--- config.mk ---
export PLATFORM = sky130hd
export DESIGN_NAME = add_mop_collect
export DESIGN_NICKNAME = d
export VERILOG_FILES = /design/src/rtl/add_mop_collect.sv
export SDC_FILE = /design/constraint.sdc
export NUM_CORES = 1
export LEC_CHECK = 0
export ABC_AREA = 1
export BUFFER_PORTS_ARGS = -buffer_cell sky130_fd_sc_hd__buf_2
export CELL_PAD_IN_SITES_DETAIL_PLACEMENT = 1
export CELL_PAD_IN_SITES_GLOBAL_PLACEMENT = 1
export CORE_AREA = 8 8 75 77
export CTS_CLUSTER_SIZE = 28
export DETAILED_ROUTE_END_ITERATION = 12
export DIE_AREA = 0 0 83 85
export GPL_TIMING_DRIVEN = 0
export PLACE_DENSITY = 0.81
export SYNTH_ARGS = -nofsm -noshare
export SYNTH_HDL_FRONTEND = slang
export SYNTH_SLANG_ARGS = --single-unit
export TNS_END_PERCENT = 100
--- constraint.sdc ---
create_clock -name clk_i -period 2.8 [get_ports clk_i]
set_clock_uncertainty 0.2 [all_clocks]
set_input_delay 0.28 -clock clk_i [delete_from_list [all_inputs] [get_ports clk_i]]
set_output_delay 0.28 -clock clk_i [all_outputs]
set_load 0.005 [all_outputs]
--- src/rtl/add_mop_collect.sv ---
// Operand collector for a multi-operand adder: packs up to depth words into
// one zero-padded group and holds it until the adder stage takes it.
module add_mop_collect #(
   parameter int BW    = 8,
   parameter int depth = 4
) (
   input  logic                       clk_i,
   input  logic                       rst_i,
   input  logic                       in_valid_i,
   output logic                       in_ready_o,
   input  logic [BW-1:0]              in_data_i,
   input  logic                       in_last_i,
   output logic                       out_valid_o,
   input  logic                       out_ready_i,
   output logic [depth*BW-1:0]        out_ops_o,
   output logic [$clog2(depth+1)-1:0] out_count_o
);

   localparam int CW   = $clog2(depth + 1);
   localparam int CNTW = (depth > 1) ? $clog2(depth) : 1;

   typedef enum logic {
      FILL = 1'b0,
      HOLD = 1'b1
   } state_t;

   state_t          state_q, state_d;
   logic [CNTW-1:0] cnt_q, cnt_d;
   logic [CW-1:0]   count_q, count_d;
   logic [BW-1:0]   slot_q [depth];
   logic [BW-1:0]   slot_d [depth];

   logic in_fire;
   logic out_fire;
   logic group_done;

   assign in_fire    = in_valid_i && (state_q == FILL);
   assign out_fire   = out_ready_i && (state_q == HOLD);
   assign group_done = in_fire && (in_last_i || (cnt_q == CNTW'(depth - 1)));

   always_comb begin
      state_d = state_q;
      cnt_d   = cnt_q;
      count_d = count_q;
      if (group_done) begin
         state_d = HOLD;
         cnt_d   = '0;
         count_d = CW'(cnt_q) + CW'(1);
      end else if (in_fire) begin
         cnt_d = cnt_q + CNTW'(1);
      end
      // count_q doubles as the out_count_o value, so it must return to zero in FILL.
      if (out_fire) begin
         state_d = FILL;
         cnt_d   = '0;
         count_d = '0;
      end
   end

   always_ff @(posedge clk_i) begin
      if (rst_i) begin
         state_q <= FILL;
         cnt_q   <= '0;
         count_q <= '0;
      end else begin
         state_q <= state_d;
         cnt_q   <= cnt_d;
         count_q <= count_d;
      end
   end

   // Slots are cleared when a group leaves, so unwritten slots of a short group read as zero.
   for (genvar gi = 0; gi < depth; gi++) begin : g_slot
      always_comb begin
         slot_d[gi] = slot_q[gi];
         if (out_fire) begin
            slot_d[gi] = '0;
         end else if (in_fire && (cnt_q == CNTW'(gi))) begin
            slot_d[gi] = in_data_i;
         end
      end

      always_ff @(posedge clk_i) begin
         if (rst_i) begin
            slot_q[gi] <= '0;
         end else begin
            slot_q[gi] <= slot_d[gi];
         end
      end

      assign out_ops_o[BW*gi +: BW] = slot_q[gi];
   end

   assign in_ready_o  = (state_q == FILL);
   assign out_valid_o = (state_q == HOLD);
   assign out_count_o = count_q;

endmodule

* Word level (Yosys, flattened, before mapping) *
Memories as Yosys holds them, arrays and structs flattened.
Cells that the tools add are included.

operators by class
  add/subtract/negate cells = 2
  eq/ne operators = 3
  muxes and demuxes = 15
  bitwise logic cells = 5
  reduce and logical (&&, ||, !) cells = 11

operators with widths
  kind                                                 number
  2-to-1 mux 8 bit                                     12
  logical AND 1 bit                                    7
  equality test 2 bit, second input constant           2
  OR 1 bit                                             4
  adder 2 x 1 -> 3 bit, second input constant          1
  2-to-1 mux 1 bit                                     3
  OR reduction 3 bit                                   1
  adder 2 x 1 -> 2 bit, second input constant          1
  equality test 2 x 1 -> 1 bit, second input constant  1
  logical NOT 2 bit                                    1
  OR reduction 2 bit                                   1
  logical OR 1 bit                                     1
  inverter 1 bit                                       1

storage, ports and cells
  register bits = 6
  RAM bits = 32
  input port bits = 13
  output and inout bits = 37
  logic and storage cells = 40
  memories = 1

memory list
  name    words  bits a word  rd ports  clocked after memory_dff  write ports  line  source
  slot_q  4      8            4         0                         4            30    logic [BW-1:0] slot_q [depth];

* Logic depth before layout (Yosys ltp) *
  word-level depth = 6
  gate-level depth with buffers = 7

* Least setup slack after synthesis *
OpenSTA, ideal clock, no wires.

  path kind = register to register
  start point = register cnt_q[0]
  end point = memory slot_q[0][5]
  library setup time = 0.113 ns
  arrival = 1.153 ns
  required time = 2.487 ns
  setup slack = 1.334 ns
  stages on the path, launching flop included = 8
  path buffers = 1
  clock period less this slack = 1.466 ns
  cells stage by stage = dfxtp_1 -> inv_1 -> ha_1 -> nand3_1 -> buf_2 -> nand2_1 -> nand2_1 -> nor2_1

RTL lines
  item                      line  source
  start: declaration        28    logic [CNTW-1:0] cnt_q, cnt_d;
  start signal: assignment  67    cnt_q <= cnt_d;
  end: declaration          30

==> flow_metrics.tcl <==
set metrics [dict create \
    synth_xor_area_frac 0.00543 \
    clk_latency_ns 0.29 \
    nets 319 \
    final_layout_size_suffix_gt1_frac 0.212 \
    ant_nets 0 \
    global_route.overflow_total 0 \
    min_from "in_data_i[0]" \
    yosysWarningCount 0 \
    synthAdderAreaFrac 0.0311 \
    tightest_slew_ns 0.505 \
    powerDensity_nw_per_um2 597 \
    die_x_um 83 \
    syn-num-nets 263 \
    io_pins 50 \
    grt_max_degree 12 \
    syn_avg_cell_area_sq_um 6.55 \
    drt_wl_total_um 4510 \
    fin_crit_sh 0.638 \
    outcome "finished clean" \
    htree_levels 2 \
    maxCapViolations 0 \
    path_max_fanout 10 \
    p_leak_nw 1.21 \
    firstDrtPassIters 4 \
    antenna_found_initial 0 \
    period_minus_slack_ns 1.79 \
    post-cts-setup-buffers 0 \
    fillCellCount 617 \
    hold_violations 0 \
    grt_pass1_vias 1670 \
    post-route-drc-count 0 \
    port_buffers 49 \
    holdPathEnd "slot_q[1][8]" \
    die_h_um 85 \
    cts_root_buffer "clkbuf_8" \
    finalSetupViolCount 0 \
    antenna_cells 0 \
    hold_depth 3 \
    rr_endpoint "slot_q[0][5]" \
    crit_required_ns 2.79 \
    fmax_mhz 560 \
    cts.sinks 38 \
    grt_usage 0.136 \
    vias 1563 \
    setup_tns_ns 0 \
    r2r-start "cnt_q[0]" \
    ir_worst_vdd_uv 245 \
    grt_first_pass_wirelength_um 7930 \
    criticalPathCategory "register to register" \
    hpwl_um 3400 \
    drt_iter0_markers 57 \
    cts_buffer_depth 2 \
    reg2reg_depth 7 \
    seq_area_frac_synth 0.472 \
    wl_per_cell_um 12.7 \
    rsz0062_at_grt "false" \
    cts_hold_buffers 0 \
    hp-class "input port to register" \
    cts_made_buffers 5 \
    maxSlewHeadroom 0.663 \
    path_clk_slew_ns 0.07 \
    r2r_setup_slack_ns 1.01 \
    fin_hold_ws_ns 0.0776 \
    die_area_sq_um 7060 \
    syn_inst 246 \
    cts_tree "built" \
    via_per_inst 4.39 \
    synth_area_sq_um 1610 \
    synth_cell_types 13 \
    place_congestion 0.788 \
    syn2layout_area_growth_pct 26.4 \
    core_sq_um 4540 \
    start_util 0.355 \
    synth_top_family_by_area "simple AND/OR/NAND/NOR gates" \
    post_cts_resized 0 \
    start_kind "register" \
    synthMuxAreaShare 0 \
    worstSetupEndpointType "register" \
    synth_compound_area_frac 0.00776 \
    num_rows 25 \
    critPathArrivalTime_ns 1.78 \
    slew_violations 0 \
    synth-simple-area-share 0.366 \
    ys_seq_elements 38 \
]
-- how the worst max path moves through the flow --
stage / slack [ns] / depth (start not counted) / start / to
after global placement: 1.07 / 7 / cnt_q[0] / slot_q[0][6]
after global routing: 0.86 / 7 / cnt_q[0] / slot_q[0][5]
after floorplan: 1.33 / 7 / cnt_q[0] / slot_q[0][5]
after detailed placement: 1.01 / 7 / cnt_q[0] / slot_q[0][6]
final: 1.01 / 7 / cnt_q[0] / slot_q[0][5]
after CTS: 1.0 / 7 / cnt_q[0] / slot_q[0][6]
-- synthesized netlist by cell type (all sizes together) --
library cell	count	area, sq um
a21boi	1	7.51
a21oi	1	5.00
buf	7	40.0
clkbuf	1	3.75
dfxtp	38	761
ha	4	50.1
inv	39	146
nand2	74	278
nand3	9	45.0
nor2	71	267
xor2	1	8.76
-- logic make-up (layout without fill, tap and decap cells) --
group / count (synthesis) / in the layout
buffers and inverters: 47 / 103
AO/OA/AOI/OAI: 2 / 2
flip-flops: 38 / 38
adder cells (fa/ha/maj): 4 / 4
AND/OR/NAND/NOR: 154 / 154
XOR/XNOR: 1 / 1
-- power by group --
| part | switching, mW | internal [mW] | total, mW |
|---|---|---|---|
| registers | 0.0163 | 0.569 | 0.585 |
| clock network | 0.190 | 0.285 | 0.475 |
| logic | 0.0973 | 0.0586 | 0.156 |
| total | 0.304 | 0.912 | 1.22 |
-- critical path, cell delays in order (launching register included) --
cell     delay, ns
dfxtp_1       0.44
inv_1         0.10
ha_1          0.20
nand3_1       0.26
buf_2         0.30
nand2_1       0.09
nand2_1       0.06
nor2_1        0.03
-- routing by layer --
| metal | wire length (um) | track usage | vias up |
|---|---|---|---|
| li1 | - | - | 820 |
| met1 | 2040 | 0.155 | 706 |
| met2 | 2170 | 0.228 | 32 |
| met3 | 226 | 0.0441 | 5 |
| met4 | 72 | 0.0527 | 0 |
| met5 | 0 | 0 | - |
-- cell type report --
type | instances | area [sq um] | area share
clock buffers | 6 | 82.6 | 0.0405
inverters | 39 | 146 | 0.0719
flip-flops and latches | 38 | 761 | 0.373
repair buffers | 49 | 245 | 0.120
plain buffers | 8 | 43.8 | 0.0215
multi-input cells | 161 | 661 | 0.324
well taps | 54 | 67.6 | 0.0332
clock inverters | 1 | 30.0 | 0.0147
-- registers in the layout, summed over array words and instances, names as in the netlist --
name	flops
out_count_o	3
out_valid_o	1
slot_q	32
cnt_q	2
-- metrics by stage --
stage               power, mW  worst slack (ns)  std cells   util  area (sq um)
finish                   1.22              1.01        356  0.449          2040
global route             1.29             0.863        356  0.449          2040
CTS                      1.24             0.996        356  0.449          2040
detailed placement      0.756              1.01        349  0.424          1920
global placement        0.749              1.07        349  0.424          1920
floorplan               0.684              1.33        246      -          1610
-- cell usage in the layout (no fill, tap or decap) --
cell | synthesis | routed
nand3_1 | 9 | 9
inv_2 | 1 | 1
bufinv_16 | 0 | 1
clkbuf_8 | 0 | 6
buf_4 | 2 | 2
inv_1 | 38 | 38
nor2_1 | 71 | 71
ha_1 | 4 | 4
a21boi_0 | 1 | 1
a21oi_1 | 1 | 1
xor2_1 | 1 | 1
buf_2 | 5 | 54
clkbuf_1 | 1 | 1
nand2_1 | 74 | 74
dfxtp_1 | 38 | 38
Note: power is estimated with default switching activity, not from simulation.
